===== src/rtl/uart_tx_arbiter.sv =====
// Round-robin, message-granular arbiter for the UART transmit write port.
// An owner keeps the port until its last byte or an idle timeout.
module uart_tx_arbiter #(
   parameter int NREQ    = 4,
   parameter int DBIT    = 8,
   parameter int TMO     = 1024,
   parameter int TMO_BIT = 10
) (
   input  logic                 clk,
   input  logic                 reset,
   input  logic [NREQ-1:0]      req,
   input  logic [NREQ*DBIT-1:0] data,
   input  logic [NREQ-1:0]      last,
   output logic [NREQ-1:0]      ack,
   output logic [NREQ-1:0]      grant,
   output logic                 timeout,
   input  logic                 tx_full,
   output logic                 wr_uart,
   output logic [DBIT-1:0]      w_data
);

   localparam int IW = (NREQ > 1) ? $clog2(NREQ) : 1;

   typedef enum logic {
      S_IDLE,
      S_BUSY
   } state_t;

   state_t             r_state;
   state_t             w_state_nx;
   logic [NREQ-1:0]    r_grant;
   logic [NREQ-1:0]    w_grant_nx;
   logic [IW-1:0]      r_owner;
   logic [IW-1:0]      w_owner_nx;
   logic [IW-1:0]      r_ptr;
   logic [IW-1:0]      w_ptr_nx;
   logic [IW-1:0]      w_next_ptr;
   logic [IW-1:0]      w_win;
   logic [IW:0]        w_idx;
   logic               w_found;
   logic [TMO_BIT-1:0] r_cnt;
   logic [TMO_BIT-1:0] w_cnt_nx;
   logic               w_req_g;
   logic               w_last_g;

   assign grant    = r_grant;
   assign w_req_g  = req[r_owner];
   assign w_last_g = last[r_owner];
   assign w_data   = data[int'(r_owner)*DBIT +: DBIT];

   assign w_next_ptr = (r_owner == IW'(NREQ-1)) ? '0 : r_owner + IW'(1);

   // First set req bit searching upward from ptr, wrapping modulo NREQ.
   always_comb begin
      w_found = 1'b0;
      w_win   = '0;
      w_idx   = '0;
      for (int k = 0; k < NREQ; k++) begin
         w_idx = {1'b0, r_ptr} + (IW+1)'(k);
         if (w_idx >= (IW+1)'(NREQ)) begin
            w_idx = w_idx - (IW+1)'(NREQ);
         end
         if (!w_found && req[w_idx[IW-1:0]]) begin
            w_found = 1'b1;
            w_win   = w_idx[IW-1:0];
         end
      end
   end

   always_comb begin
      w_state_nx = r_state;
      w_grant_nx = r_grant;
      w_owner_nx = r_owner;
      w_ptr_nx   = r_ptr;
      w_cnt_nx   = r_cnt;
      wr_uart    = 1'b0;
      ack        = '0;
      timeout    = 1'b0;
      case (r_state)
         S_IDLE: begin
            if (w_found) begin
               w_state_nx = S_BUSY;
               w_grant_nx = NREQ'(1) << w_win;
               w_owner_nx = w_win;
               w_cnt_nx   = '0;
            end
         end
         S_BUSY: begin
            if (w_req_g) begin
               // Backpressure holds the counter so tx_full never times out.
               if (!tx_full) begin
                  wr_uart  = 1'b1;
                  ack      = NREQ'(1) << r_owner;
                  w_cnt_nx = '0;
                  if (w_last_g) begin
                     w_state_nx = S_IDLE;
                     w_grant_nx = '0;
                     w_ptr_nx   = w_next_ptr;
                  end
               end
            end else if (r_cnt == TMO_BIT'(TMO-1)) begin
               timeout    = 1'b1;
               w_state_nx = S_IDLE;
               w_grant_nx = '0;
               w_ptr_nx   = w_next_ptr;
               w_cnt_nx   = '0;
            end else begin
               w_cnt_nx = r_cnt + TMO_BIT'(1);
            end
         end
         default: begin
            w_state_nx = S_IDLE;
            w_grant_nx = '0;
         end
      endcase
   end

   always_ff @(posedge clk or negedge reset) begin
      if (!reset) begin
         r_state <= S_IDLE;
         r_grant <= '0;
         r_owner <= '0;
         r_ptr   <= '0;
         r_cnt   <= '0;
      end else begin
         r_state <= w_state_nx;
         r_grant <= w_grant_nx;
         r_owner <= w_owner_nx;
         r_ptr   <= w_ptr_nx;
         r_cnt   <= w_cnt_nx;
      end
   end

endmodule


===== config.mk =====
export PLATFORM = sky130hd
export DESIGN_NAME = uart_tx_arbiter
export DESIGN_NICKNAME = d
export VERILOG_FILES = /design/src/rtl/uart_tx_arbiter.sv
export SDC_FILE = /design/constraint.sdc
export NUM_CORES = 1
export LEC_CHECK = 0
export BUFFER_PORTS_ARGS = -buffer_cell sky130_fd_sc_hd__buf_2
export CORE_AREA = 2 2 58 60
export CTS_CLUSTER_SIZE = 10
export DETAILED_ROUTE_END_ITERATION = 8
export DIE_AREA = 0 0 60 62
export GPL_ROUTABILITY_DRIVEN = 0
export PLACE_DENSITY = 0.74
export SKIP_CTS_REPAIR_TIMING = 1
export SLEW_MARGIN = 20
export SYNTH_ARGS = -nofsm -noshare
export SYNTH_HDL_FRONTEND = slang
export SYNTH_SLANG_ARGS = --single-unit

===== constraint.sdc =====
create_clock -name clk -period 5.3 [get_ports clk]
set_input_delay 1.59 -clock clk [delete_from_list [all_inputs] [get_ports clk]]
set_output_delay 1.59 -clock clk [all_outputs]
set_load 0.01 [all_outputs]

==> results of run 1 <==
==> sequential cells by signal, summed over array words and instances (netlist names) <==
register	cells
r_cnt	10
r_owner	2
grant	4
r_ptr	2
r_state	1
==> cell usage in the layout, fill, tap and decap left out, types with 2 or more instances in the layout <==
master and count:
xnor2_1 6, nand3_1 2, nand4_1 2, nor2_1 13, mux2_2 3, buf_2 60, dfrtp_1 19, nor3b_1 2
or2_2 2, clkbuf_4 3, a22o_1 5, nor3_1 4, a21oi_1 6, mux4_2 10, o21ai_0 4, and2_1 6
ha_1 5, nand2_1 7, nand2b_1 3, inv_1 7
==> final timing paths <==
kind,endpoint,cells after the start,startpoint
hold / removal,grant[0],1,grant[0]
setup reg to reg,grant[0],5,r_owner[0]
setup / recovery,timeout,5,req[2]
hold reg to reg,grant[0],1,grant[0]
max in group asynchronous,r_ptr[1],1,reset
min in group asynchronous,r_state,1,reset
==> per-stage QoR <==
step | setup slack [ns] | hold slack [ns]
floorplan | 0.936 | 0.490
global placement | 0.826 | 0.499
detailed placement | 0.792 | 0.515
CTS | 0.792 | 0.541
global route | 0.668 | 0.561
finish | 0.785 | 0.532
==> worst max-delay path, delay by kind of cell <==
family        cells  cell delay (ns)
simple gates      2             0.51
buf+inv           2             0.30
mux               1             0.52
==> metal layers <==
layer	routed length, microns	global-route usage, %	up-vias
met2	1780	37.4	57
met1	1230	20.8	590
met5	0	0	-
li1	-	-	582
met3	233	3.11	7
met4	70	8.57	0
==> cell type report <==
cell class	instances	area (sq um)
fillers	282	1480
well taps	46	57.6
repair buffers	60	300
clock inverters	1	5.00
clock buffers	3	22.5
multi-input cells	95	808
flip-flops and latches	19	475
inverters	7	26.3
==> power breakdown <==
group | switching (W) | total (W) | leakage (nW) | internal (W)
clock | 0.0000471 | 0.0000753 | 0.0177 | 0.0000282
sequential | 0.0000690 | 0.000251 | 0.249 | 0.000182
combinational | 0.000168 | 0.000358 | 0.546 | 0.000190
==> cell families (layout without fill, tap and decap cells) <==
kind of cell               Yosys count  after routing  synth area share [%]
muxes                               14             14                  20.7
xor gates and xnor gates             6              6                  3.97
adders and majority gates            5              5                  4.72
and+or+nand+nor                     48             48                  19.3
DFF                                 19             19                  35.9
buffers and inverters               11             71                  3.12
AOI/OAI and AO/OA                   22             22                  12.4
==> results.py, run 1 <==
metrics = {
    "outcome": {
        "status": "completed",
    },
    "sta": {
        "worstMarginPinSlew_ns": 0.717,
        "setup-violations-final": 0,
        "period_share_pct": 85.2,
        "slew_headroom_pct": 52.2,
        "fin_crit_ns": 4.51,
        "final.setup_skew_ns": 0.00116,
        "setup_tns_ns": 0,
        "fmax_ghz": 0.221,
        "slew_violations": 0,
        "finalHoldViolations": 0,
        "grt_setup_unrepaired": "no",
    },
    "placement": {
        "dpl.hpwl_microns": 2760,
        "io_buffers": 60,
        "place_inst": 227,
        "placedInstanceArea_sq_um": 1670,
    },
    "critical_path": {
        "crit_fanout": 6,
        "worstPathArrival_ns": 2.92,
        "critPathCaptureType": "primary output",
        "crit_slowest_cell": "mux4_2",
        "cp_slowest_stage_delay_ns": 0.52,
        "cp.required_ns": 3.71,
        "path_cells": "buf_2 > mux4_2 > or2_2 > nor4_1 > buf_2",
        "cp-start-kind": "input port",
        "r2r_slack_ns": 2.34,
        "cp_common_cell": "buf_2",
        "path_class": "in -> out",
    },
    "layout": {
        "layout-drive-gt1-share_pct": 44.9,
        "final_area_sq_um": 1700,
        "final_util_pct": 53.3,
        "layout.nets": 234,
        "area_growth_pct": 28.0,
        "finalNonFillerCells": 231,
        "diodes": 0,
    },
    "power_and_ir_drop": {
        "ir_drop_v": 0.000201,
        "p_leak_nw": 0.813,
        "power_w": 0.000684,
        "p_per_area_nw_per_um2": 404,
    },
    "yosys": {
        "yosysMostFrequentCell": "dfrtp_1",
        "synth_area_sq_um": 1330,
        "ys_ff_latch": 19,
        "synth-edff-count": 0,
        "synth_warnings": 0,
        "netlist_instances": 125,
        "synth_nets": 173,
        "async_reset_ff_share_pct": 100,
        "ys.flop_type": "dfrtp_1",
        "ys_seq_area_share_pct": 35.9,
        "synth_top_area_share_pct": 35.9,
        "yosys.area.top_type": "dfrtp_1",
        "synthTopCellsByArea": "dfrtp_1 36%, mux4_2 17%, ha_1 4.7%, xnor2_1 4.0%, nor2_1 3.7%",
        "synth_cell_types": 35,
        "avgSynthCellArea_sq_um": 10.6,
        "yosys-top-cells-count": "19 x dfrtp_1, 13 x nor2_1, 10 x mux4_2, 7 x inv_1, 7 x nand2_1",
    },
    "floorplan": {
        "fp.coreArea_sq_um": 3180,
        "rows": 21,
        "start_util_pct": 41.7,
        "die_h_microns": 62,
        "ios": 61,
        "fp.dieW_microns": 60,
        "die-area_sq_um": 3720,
    },
    "route": {
        "drt_wl_total_microns": 3320,
        "antenna_left": 0,
        "dr_total_vias": 1236,
        "drt-initial-drc-count": 47,
        "drc": 0,
        "first_pass_iters": 4,
        "wl_per_cell_microns": 14.4,
        "vias_per_cell": 5.35,
    },
    "grt": {
        "antenna_found_initial": 0,
        "grt_pass1_wl_microns": 5230,
        "overflow": 0,
        "grt_max_degree": 20,
        "grt_pass1_vias": 1251,
        "track_usage_pct": 19.4,
    },
    "run": {
        "drv_cap": 0,
    },
    "cts": {
        "h-tree-depth": 1,
        "clk_pin_slew_ns": 0.11,
        "insertion_delay_ns": 0.30,
        "root_buffer": "clkbuf_4",
        "clock_path_buffers": 2,
        "numCtsBuffers": 3,
        "cts_tree": "built",
        "clock_sinks": 19,
    },
    "min_path": {
        "worstHoldPathType": "reg -> reg",
    },
}
No activity file was read; power rests on OpenSTA's default activity.
==> run 2, diff against run 1 <==
Settings changed: CELL_PAD_IN_SITES_DETAIL_PLACEMENT set to 1, CELL_PAD_IN_SITES_GLOBAL_PLACEMENT set to 1, CORE_AREA 2 2 58 60 to 2 2 63 65, DIE_AREA 0 0 60 62 to 0 0 65 67, PLACE_DENSITY 0.74 to unset, PLACE_DENSITY_LB_ADDON set to 0.1, RECOVER_POWER set to 50.
==> run 2 against run 1 <==
- setup slack got worse by 0.0099 ns
- worst hold slack got worse by 0.023 ns
- routed wire length increased by 8.0%
- sequential cell count unchanged
- global-route usage decreased by 1.2 points
- critical path type unchanged
==> results.py, run 2 (synthesis gave the netlist of run 1 again) <==
metrics = {
    "outcome": {
        "status": "completed",
    },
    "min_path": {
        "min-delay-start": "grant[2]",
        "worstHoldPathType": "reg -> reg",
    },
    "floorplan": {
        "die-area_sq_um": 4360,
        "fp.dieW_microns": 65,
        "rows": 22,
        "fp.coreArea_sq_um": 3610,
        "ios": 61,
        "die_h_microns": 67,
        "start_util_pct": 36.7,
    },
    "grt": {
        "track_usage_pct": 18.2,
        "grt_pass1_vias": 1368,
        "grt_max_degree": 20,
        "antenna_found_initial": 0,
        "overflow": 0,
        "grt_pass1_wl_microns": 6070,
    },
    "sta": {
        "fin_crit_ns": 4.52,
        "final.setup_skew_ns": 0.00157,
        "setup_tns_ns": 0,
        "fmax_ghz": 0.221,
        "grt_setup_unrepaired": "no",
        "setup-violations-final": 0,
        "period_share_pct": 85.4,
        "slew_violations": 0,
        "setup_slack_ns": 0.775,
        "finalHoldViolations": 0,
        "worstMarginPinSlew_ns": 1.03,
        "slew_headroom_pct": 31.5,
    },
    "critical_path": {
        "path_class": "in -> out",
        "worstPathArrival_ns": 2.93,
        "crit_fanout": 6,
        "cp.required_ns": 3.71,
        "reg2reg_from": "r_owner[0]",
        "setup.worst_path.start": "req[2]",
        "critPathCaptureType": "primary output",
        "cp-start-kind": "input port",
    },
    "cts": {
        "clock_path_buffers": 2,
        "insertion_delay_ns": 0.25,
        "numCtsBuffers": 3,
        "h-tree-depth": 1,
        "clk_pin_slew_ns": 0.07,
        "cts_tree": "built",
        "clock_sinks": 19,
        "root_buffer": "clkbuf_8",
    },
    "placement": {
        "pre_cts_ws_ns": 0.780,
        "dpl.hpwl_microns": 2980,
        "io_buffers": 60,
    },
    "layout": {
        "fillerInstances": 431,
        "final_cell_mix": "54 x buf_2, 19 x dfrtp_1, 13 x nor2_1",
        "diodes": 0,
        "largest_register_ffs": 10,
        "largest_register": "r_cnt",
        "layout-drive-gt1-share_pct": 40.5,
        "multiInputGateArea_sq_um": 805,
        "area_growth_pct": 28.6,
        "layout_commonest_cell": "buf_2",
        "layout.nets": 234,
        "seq_area_sq_um": 475,
    },
    "route": {
        "wl_per_cell_microns": 15.4,
        "vias_per_cell": 5.34,
        "drt_wl_total_microns": 3580,
        "drt-initial-drc-count": 28,
        "first_pass_iters": 4,
        "antenna_left": 0,
        "dr_total_vias": 1245,
        "drc": 0,
    },
    "power_and_ir_drop": {
        "p_per_area_nw_per_um2": 415,
        "ir_drop_v": 0.000198,
        "p_leak_nw": 0.792,
    },
    "run": {
        "drv_cap": 0,
    },
}
==> run 2: critical path: stages <==
cell      delay, ns
clkbuf_1       0.12
mux4_2         0.54
or2_2          0.34
nor4_1         0.17
buf_2          0.17
==> run 2: per-layer routing <==
metal | GRT usage [%] | up-vias | share of wire, %
met3 | 3.55 | 5 | 7.4
met5 | 0 | - | 0
met1 | 21.6 | 598 | 42
met2 | 33.5 | 58 | 49
li1 | - | 584 | -
met4 | 4.79 | 0 | 1.1
==> run 2: area by class of cell <==
type,count,share of cell area (%)
Tap cell,48,3.52
Multi-Input combinational cell,95,47.2
Timing Repair Buffer,60,17.2
Inverter,7,1.54
Sequential cell,19,27.9
Clock buffer,4,2.64
==> run 2: path summary, 6_finish.rpt <==
check                                   to  slack [ns]  depth (start not counted)
worst max-delay path               timeout        0.78                          5
worst min-delay path              grant[2]        0.51                          1
worst max register to register    grant[0]        2.30                          5
worst min register to register    grant[2]        0.51                          1
max in group asynchronous       r_owner[0]        3.19                          1
min in group asynchronous         r_cnt[5]        1.49                          1
==> run 2: stage by stage <==
step           hold slack, ns  instance area, sq um  total power [W]  instances  util [%]
3_3_place_gp            0.485                  1670         0.000608        229      46.3
3_5_place_dp            0.494                  1670         0.000620        229      46.3
4_1_cts                 0.511                  1720         0.000725        233      47.6
2_1_floorplan           0.490                  1330         0.000493        125         -
5_1_grt                 0.541                  1700         0.000777        233      47.3
6_report                0.509                  1700         0.000707        233      47.3
==> run 2: power by group <==
| part | internal, W | total (W) | switching (W) | leakage [nW] |
|---|---|---|---|---|
| Clock | 0.0000534 | 0.000100 | 0.0000467 | 0.0228 |
| Combinational | 0.000185 | 0.000355 | 0.000169 | 0.520 |
| Sequential | 0.000182 | 0.000252 | 0.0000693 | 0.249 |
